==> config.mk <==
export PLATFORM = sky130hd
export DESIGN_NAME = ctrl_seq_flat
export DESIGN_NICKNAME = d
export VERILOG_FILES = /design/src/rtl/alu_pkg.sv /design/src/rtl/ctrl_pkg.sv /design/src/rtl/ctrl_seq_if.sv /design/src/rtl/ctrl_decode.sv /design/src/rtl/ctrl_seq.sv /design/src/flat_wrapper.sv
export SDC_FILE = /design/constraint.sdc
export NUM_CORES = 1
export LEC_CHECK = 0
export CELL_PAD_IN_SITES_DETAIL_PLACEMENT = 1
export CELL_PAD_IN_SITES_GLOBAL_PLACEMENT = 2
export CORE_AREA = 3 3 69 71
export CTS_BUF_LIST = sky130_fd_sc_hd__clkbuf_4 sky130_fd_sc_hd__clkbuf_8
export DETAILED_ROUTE_END_ITERATION = 7
export DIE_AREA = 0 0 72 74
export PLACE_DENSITY = 0.86
export SLEW_MARGIN = 20
export SYNTH_ARGS = -nofsm -noshare
export SYNTH_HDL_FRONTEND = slang
export SYNTH_SLANG_ARGS = --single-unit
==> constraint.sdc <==
create_clock -name clk -period 1.92 [get_ports clk]
set_input_delay 0.576 -clock clk [delete_from_list [all_inputs] [get_ports clk]]
set_output_delay 0.576 -clock clk [all_outputs]
set_load 0.02 [all_outputs]
==> src/rtl/alu_pkg.sv <==
// rtl/alu_pkg.sv - ALU operation codes shared by the ALU and its sequencer
package alu_pkg;
    localparam logic [2:0] ALU_ADD = 3'd0;
    localparam logic [2:0] ALU_SUB = 3'd1;
    localparam logic [2:0] ALU_AND = 3'd2;
    localparam logic [2:0] ALU_OR  = 3'd3;
    localparam logic [2:0] ALU_XOR = 3'd4;
    localparam logic [2:0] ALU_NOT = 3'd5;
    localparam logic [2:0] ALU_LD  = 3'd6;
endpackage

==> src/rtl/ctrl_pkg.sv <==
// rtl/ctrl_pkg.sv - opcodes, sequencer states and jump kinds for ctrl_seq
package ctrl_pkg;
    localparam int INSTR_W = 12;

    localparam logic [3:0] OP_NOP  = 4'h0;
    localparam logic [3:0] OP_ADD  = 4'h1;
    localparam logic [3:0] OP_SUB  = 4'h2;
    localparam logic [3:0] OP_AND  = 4'h3;
    localparam logic [3:0] OP_OR   = 4'h4;
    localparam logic [3:0] OP_XOR  = 4'h5;
    localparam logic [3:0] OP_NOT  = 4'h6;
    localparam logic [3:0] OP_LD   = 4'h7;
    localparam logic [3:0] OP_ADC  = 4'h8;
    localparam logic [3:0] OP_SBC  = 4'h9;
    localparam logic [3:0] OP_JMP  = 4'hA;
    localparam logic [3:0] OP_JC   = 4'hB;
    localparam logic [3:0] OP_JZ   = 4'hC;
    localparam logic [3:0] OP_RSVD_D = 4'hD;
    localparam logic [3:0] OP_RSVD_E = 4'hE;
    localparam logic [3:0] OP_HALT = 4'hF;

    typedef enum logic [1:0] {FETCH, EXEC, HALTED} state_t;
    typedef enum logic [1:0] {J_NONE, J_ALWAYS, J_CARRY, J_ZERO} jump_t;

    function automatic logic [3:0] opcode_of(input logic [INSTR_W-1:0] instr);
        return instr[11:8];
    endfunction
endpackage

==> src/rtl/ctrl_seq_if.sv <==
// rtl/ctrl_seq_if.sv - sequencer <-> ROM/ALU/accumulator signal bundle
interface ctrl_seq_if import ctrl_pkg::*; #(parameter int PC_W = 8) ();
    logic               Stall;
    logic [INSTR_W-1:0] Instr;
    logic               CY;
    logic               A_zero;
    logic [PC_W-1:0]    PC;
    logic [2:0]         ALUCode;
    logic [7:0]         R;
    logic               Ci;
    logic               A_CE;
    logic               CY_CE;
    logic               Halted;

    modport master (
        input  Stall, Instr, CY, A_zero,
        output PC, ALUCode, R, Ci, A_CE, CY_CE, Halted
    );

    modport slave (
        output Stall, Instr, CY, A_zero,
        input  PC, ALUCode, R, Ci, A_CE, CY_CE, Halted
    );
endinterface

==> src/rtl/ctrl_decode.sv <==
// rtl/ctrl_decode.sv - combinational opcode decode into ALU controls and jump kind
module ctrl_decode import ctrl_pkg::*, alu_pkg::*; (
    input  logic [3:0] opcode,
    output logic [2:0] alu_code,
    output logic       a_ce,
    output logic       cy_ce,
    output logic       ci_sel,
    output logic       halt,
    output jump_t      jump
);
    always_comb begin
        alu_code = ALU_ADD;
        a_ce     = 1'b0;
        cy_ce    = 1'b0;
        ci_sel   = 1'b0;
        halt     = 1'b0;
        jump     = J_NONE;
        case (opcode)
            OP_ADD: begin alu_code = ALU_ADD; a_ce = 1'b1; cy_ce = 1'b1; end
            OP_SUB: begin alu_code = ALU_SUB; a_ce = 1'b1; cy_ce = 1'b1; end
            OP_AND: begin alu_code = ALU_AND; a_ce = 1'b1; end
            OP_OR:  begin alu_code = ALU_OR;  a_ce = 1'b1; end
            OP_XOR: begin alu_code = ALU_XOR; a_ce = 1'b1; end
            OP_NOT: begin alu_code = ALU_NOT; a_ce = 1'b1; end
            OP_LD:  begin alu_code = ALU_LD;  a_ce = 1'b1; end
            // Carry-chained forms reuse the plain ALU codes with Ci taken from CY
            OP_ADC: begin alu_code = ALU_ADD; a_ce = 1'b1; cy_ce = 1'b1; ci_sel = 1'b1; end
            OP_SBC: begin alu_code = ALU_SUB; a_ce = 1'b1; cy_ce = 1'b1; ci_sel = 1'b1; end
            OP_JMP:  jump = J_ALWAYS;
            OP_JC:   jump = J_CARRY;
            OP_JZ:   jump = J_ZERO;
            OP_HALT: halt = 1'b1;
            default: ;
        endcase
    end
endmodule

==> src/rtl/ctrl_seq.sv <==
// rtl/ctrl_seq.sv - two-cycle fetch/execute sequencer driving the ALU/accumulator datapath
module ctrl_seq import ctrl_pkg::*, alu_pkg::*; #(
    parameter int PC_W = 8
) (
    input  logic       clk,
    input  logic       Reset,
    ctrl_seq_if.master bus
);
    state_t          state_q, state_n;
    logic [PC_W-1:0] pc_q, pc_n;

    logic [2:0] dec_alu_code;
    logic       dec_a_ce, dec_cy_ce, dec_ci_sel, dec_halt;
    jump_t      dec_jump;
    logic       take;

    ctrl_decode u_decode (
        .opcode   (opcode_of(bus.Instr)),
        .alu_code (dec_alu_code),
        .a_ce     (dec_a_ce),
        .cy_ce    (dec_cy_ce),
        .ci_sel   (dec_ci_sel),
        .halt     (dec_halt),
        .jump     (dec_jump)
    );

    always_comb begin
        case (dec_jump)
            J_ALWAYS: take = 1'b1;
            J_CARRY:  take = bus.CY;
            J_ZERO:   take = bus.A_zero;
            default:  take = 1'b0;
        endcase
    end

    always_ff @(posedge clk) begin
        if (Reset) begin
            state_q <= FETCH;
            pc_q    <= '0;
        end else begin
            state_q <= state_n;
            pc_q    <= pc_n;
        end
    end

    always_comb begin
        state_n     = state_q;
        pc_n        = pc_q;
        bus.ALUCode = ALU_ADD;
        bus.R       = 8'h00;
        bus.Ci      = 1'b0;
        bus.A_CE    = 1'b0;
        bus.CY_CE   = 1'b0;
        case (state_q)
            FETCH: if (!bus.Stall) state_n = EXEC;
            EXEC: begin
                bus.ALUCode = dec_alu_code;
                bus.R       = bus.Instr[7:0];
                bus.Ci      = dec_ci_sel & bus.CY;
                // A reset landing on this edge discards the pending register writes
                bus.A_CE    = dec_a_ce  & ~Reset;
                bus.CY_CE   = dec_cy_ce & ~Reset;
                if (dec_halt) begin
                    state_n = HALTED;
                end else begin
                    state_n = FETCH;
                    pc_n    = take ? bus.Instr[PC_W-1:0] : pc_q + PC_W'(1);
                end
            end
            HALTED: ;
            default: state_n = FETCH;
        endcase
    end

    assign bus.PC     = pc_q;
    assign bus.Halted = (state_q == HALTED);
endmodule

==> src/flat_wrapper.sv <==
// flat-port wrapper written by rule: the top's interface ports become plain ports
module ctrl_seq_flat import ctrl_pkg::*, alu_pkg::*;
#(
    parameter int PC_W = 8
)
  (clk, Reset, bus_Stall, bus_Instr, bus_CY, bus_A_zero, bus_PC, bus_ALUCode, bus_R, bus_Ci, bus_A_CE, bus_CY_CE, bus_Halted);
  ctrl_seq_if #(.PC_W(PC_W)) bus_i ();
  input  logic clk;
  input  logic Reset;
  input wire logic [$bits(bus_i.Stall)-1:0] bus_Stall;
  input wire logic [$bits(bus_i.Instr)-1:0] bus_Instr;
  input wire logic [$bits(bus_i.CY)-1:0] bus_CY;
  input wire logic [$bits(bus_i.A_zero)-1:0] bus_A_zero;
  output wire logic [$bits(bus_i.PC)-1:0] bus_PC;
  output wire logic [$bits(bus_i.ALUCode)-1:0] bus_ALUCode;
  output wire logic [$bits(bus_i.R)-1:0] bus_R;
  output wire logic [$bits(bus_i.Ci)-1:0] bus_Ci;
  output wire logic [$bits(bus_i.A_CE)-1:0] bus_A_CE;
  output wire logic [$bits(bus_i.CY_CE)-1:0] bus_CY_CE;
  output wire logic [$bits(bus_i.Halted)-1:0] bus_Halted;
  assign bus_i.Stall = bus_Stall;
  assign bus_i.Instr = bus_Instr;
  assign bus_i.CY = bus_CY;
  assign bus_i.A_zero = bus_A_zero;
  assign bus_PC = bus_i.PC;
  assign bus_ALUCode = bus_i.ALUCode;
  assign bus_R = bus_i.R;
  assign bus_Ci = bus_i.Ci;
  assign bus_A_CE = bus_i.A_CE;
  assign bus_CY_CE = bus_i.CY_CE;
  assign bus_Halted = bus_i.Halted;
  ctrl_seq #(.PC_W(PC_W)) u_core (.clk(clk), .Reset(Reset), .bus(bus_i));
endmodule
Word-level counts from Yosys, hierarchy flattened
Cells that the tools add are included.
{ "word_totals": {"register_bits": 10, "out_inout_bits": 23, "wordCells": 51} }
{ "op_classes": {"n_addsub": 1, "n_eq_ne": 19, "muxes": 16, "n_bitwise": 6, "n_reduce_logical": 7} }
{ "ops": {"columns": ["cell", "count"], "rows": [
  ["$eq A4 B4 Y1 const B", 6],
  ["$pmux W3 S6", 1],
  ["$eq A4 B3 Y1 const B", 4],
  ["$mux W8", 2],
  ["$pmux W2 S3", 2],
  ["$reduce_or A9 Y1", 1],
  ["$add A8 B1 Y8 const B", 1],
  ["$eq A4 B2 Y1 const B", 2],
  ["$mux W1", 7],
  ["$eq A2 B2 Y1 const B", 3],
  ["$eq A2 B1 Y1 const B", 2],
  ["$eq A4 B1 Y1 const B", 1],
  ["$mux W2", 2],
  ["$reduce_and A2 Y1", 2],
  ["$reduce_or A2 Y1", 2],
  ["$reduce_or A4 Y1", 1],
  ["$and A1 B1 Y1", 3],
  ["$mux W3", 1],
  ["$not A1 Y1", 3],
  ["$pmux W1 S3", 1],
  ["$logic_not A2 Y1", 1],
  ["$ne A2 B2 Y1 const B", 1]
]} }

Depth between registers and ports, before layout
{ "depth": {"ltp_word": 5, "depth_mapped": 7, "depth_no_buf": 6} }

Hierarchy
Synthesis repeated with hierarchy kept, for this count alone.
{ "hier_totals": {"hier_cells": 107, "area_unflattened_um2": 872.1} }
{ "by_module_without_submodules": {"columns": ["mod", "n_inst", "cells_each", "area_each_um2", "seq_area_each_um2"], "rows": [
  ["ctrl_seq", 1, 84, 724.4, 200.2],
  ["ctrl_decode", 1, 23, 147.6, 0.0]
]} }

Worst setup path before layout
Ideal clock, no wire load.
{ "synth_path": {"path_kind": "input to output", "from": "input port bus_Instr[9]", "to": "output port bus_A_CE", "arrival_time_ns": 2.189, "slack_ns": -0.845, "stages": 3, "n_path_buf": 1, "cell_sequence": "buf_4 -> or2_2 -> a2111oi_0"} }
{ "synth_between": {"elab_chain_cells": 5, "elab_cells_between_ends": 13} }
{ "synth_lines": {"columns": ["item", "line_no", "text"], "rows": [
  ["from (decl)", "flat_wrapper.sv:11", "input wire logic [$bits(bus_i.Instr)-1:0] bus_Instr;"],
  ["$eq A4 B4 Y1, or another cell as far along", "ctrl_decode.sv:18", "case (opcode)"],
  ["$reduce_or A9 Y1 (no line) *", null, null],
  ["$mux W1 *", "ctrl_decode.sv:18", null],
  ["$and A1 B1 Y1 *", "ctrl_seq.sv:61", "bus.A_CE = dec_a_ce & ~Reset;"],
  ["$mux W1 *", "ctrl_seq.sv:54", "case (state_q)"],
  ["to (decl)", "flat_wrapper.sv:18", "output wire logic [$bits(bus_i.A_CE)-1:0] bus_A_CE;"]
]} }
Mark *: on every way between the ends. The rest lies on a longest branch, timed or not.

Worst setup path in the final report
{ "layout_path": {"from": "input port bus_Instr[10]", "to": "output port bus_A_CE"} }
The elaborated chain is that of the path after synthesis.

==> reports/qor.yml <==
met3_wirelength_um: 199
start_util: 0.183
clock_skew_ns: 0.00723
multiInputGateArea_um2: 618
yosys.area.top_type_share: 0.254
dieArea_um2: 5330
grt_pass1_wl_mm: 5.33
crit_fanout: 4
antenna_left: 0
crit_slowest_cell: "a2111oi_4"
finalHoldViolCount: 0
synthTopCellsByCount: "nor2_1, dfxtp_1, a21oi_1"
synth_area_leaders: "dfxtp_1, mux2i_1, a21oi_1"
dr.pass1.iters: 4
synth_edf_count: 0
pin_count: 40
arrival_ns: 1.47
ys.flop_type: "dfxtp_1"
regArea_um2: 200
max-vdd-ir-drop_mv: 0.211
yosys.area.top_type: "dfxtp_1"
routed_wl_mm: 3.63
synthArstFlopShare: 0
cts_hold_buf: 0
die_x_um: 72
setup_viol: 2
setup_slack_ns: -0.131
synth_seq_cells: 10
drive_gt1_frac: 0.454
routed.top_layer: "met4"
max_slew_margin: 0.789
syn_to_final_growth_pct: 105
syn_avg_cell_area_um2: 7.72
dpl.hpwl_mm: 2.48
core-area_um2: 4290
cap_violations: 0
ys_seq_area_frac: 0.254
synth_warnings: 0
worstSkewPairLatency_ns: 0.24
route.detailed.drc: 0
fin_crit_ns: 2.05
crit_chain: "buf_6, or2_4, a2111oi_4, buf_4"
powerDensity_nw_per_um2: 458
vias: 1047
netlist_instances: 102
crit_path_end_kind: "primary output"
fin_nets: 193
cts-buffers-inserted: 3
cts_max_path_buffers: 2
fmax_mhz: 488
instances_no_fill: 226
drtIter0Drc: 45
rsz0062_at_grt: "yes"
placed_area_um2: 1430
synth_most_common_cell: "nor2_1"
whs_ns: 0.506
syn_area_um2: 787
p_leak_nw: 0.744
period_share: 1.07
gp_congestion: 0.721
cts-root-buf: "clkbuf_8"
wl_per_cell_um: 16.0
diodes: 0
port_buffers: 39
synth_cell_types: 31
maxSlewViolCount: 0
clk_pin_slew_worst_paths_ns: 0.05
cts_tree: "built"
dp_cells: 215
slowest_delay_ns: 0.33
num_rows: 24
grt_pass1_vias: 1120
crit_type: "in -> out"
violations: "setup timing"
cp.required_ns: 1.34
min_path_type: "reg -> reg"
h-tree-depth: 1
critical_path.startpoint_type: "input pin"
setup_tns_ns: -0.204
viasPerCell: 4.63
clock_sinks: 10
outcome: "complete, but fails checks"
fp.dieH_um: 74
antenna_found_initial: 0
finish.instance_area_um2: 1620
fillers: 511
p_total_mw: 0.740
syn-num-nets: 120
grt-ovfl-total: 0
wl_met1_mm: 1.31
grtUsageTotal: 0.130
tightest_slew_ns: 0.317
wl_met2_mm: 2.04
grt_start_max_net_pins: 14
## metrics by stage
| step | util | worst slack, ns |
|---|---|---|
| 2_1_floorplan | - | -0.155 |
| 3_3_place_gp | 0.333 | -0.932 |
| 3_5_place_dp | 0.333 | -1.00 |
| 4_1_cts | 0.349 | -0.111 |
| 5_1_grt | 0.376 | -0.143 |
| 6_report | 0.376 | -0.131 |
## state kept, by name (all words and copies together) (netlist names)
| register | flops |
|---|---|
| u_core.bus.PC | 8 |
| u_core.state_q | 2 |
## logic make-up (layout without fill, tap and decap cells)
| kind of cell | after synthesis | count (layout) | synth area share |
|---|---|---|---|
| AND/OR/NAND/NOR | 47 | 48 | 0.327 |
| AO/OA/AOI/OAI | 22 | 22 | 0.191 |
| buffers and inverters | 14 | 85 | 0.111 |
| flip-flops | 10 | 10 | 0.254 |
| multiplexers | 7 | 7 | 0.0890 |
| adder cells (fa/ha/maj) | 1 | 1 | 0.0159 |
| XOR/XNOR | 1 | 1 | 0.0111 |
## worst max-delay path, delay by kind of cell
| kind | cells | cell delay, ns |
|---|---|---|
| AOI/OAI and AO/OA | 1 | 0.33 |
| buffers and inverters | 2 | 0.30 |
| and+or+nand+nor | 1 | 0.27 |
## routing by layer
layer  GRT usage  up-vias
met2       0.255       31
li1            -      507
met5           0        -
met3      0.0378        7
met1       0.128      502
met4      0.0480        0
## what timing repair did
| item | CTS | global route |
|---|---|---|
| resized for setup | 98 | 30 |
| gates cloned | 0 | 1 |
| buffers inserted | 5 | 2 |
| endpoints found under the hold margin | 0 | 0 |
| endpoints found under the setup margin | 23 | 19 |
| pin swaps | 6 | 7 |
## cell usage in the layout (no fill, tap or decap), types with 2 or more instances in the layout
master,instances
nor2b_1,2
inv_1,7
dlymetal6s2s_1,2
and2_4,3
dfxtp_1,10
nor3_2,2
nand3_1,5
buf_8,2
clkbuf_8,4
nor2_1,10
buf_6,11
nand2_1,4
buf_2,3
o21ai_1,2
clkdlybuf4s50_1,16
nand2b_1,3
o32ai_1,4
mux2i_1,7
and2_1,4
buf_4,36
dlygate4sd2_1,2
a21oi_1,7
or3_1,2
## where the power goes
group | switching, mW | internal [mW]
Sequential | 0.00659 | 0.214
Clock | 0.0892 | 0.181
Combinational | 0.118 | 0.131
## worst paths after layout
| path | cells past startpoint | startpoint | slack (ns) | to |
|---|---|---|---|---|
| setup / recovery | 4 | bus_Instr[10] | -0.13 | bus_A_CE |
| hold / removal | 2 | u_core.bus.PC[7] | 0.51 | u_core.bus.PC[7] |
| setup reg to reg | 6 | u_core.bus.PC[0] | 0.34 | u_core.bus.PC[6] |
| hold reg to reg | 2 | u_core.bus.PC[7] | 0.51 | u_core.bus.PC[7] |
## layout make-up
class / count / share of cell area
flip-flops and latches: 10 / 0.124
repair buffers: 73 / 0.400
inverters: 8 / 0.0186
well taps: 52 / 0.0403
clock buffers: 4 / 0.0341
multi-input cells: 79 / 0.383
(Power assumes the default switching activity.)
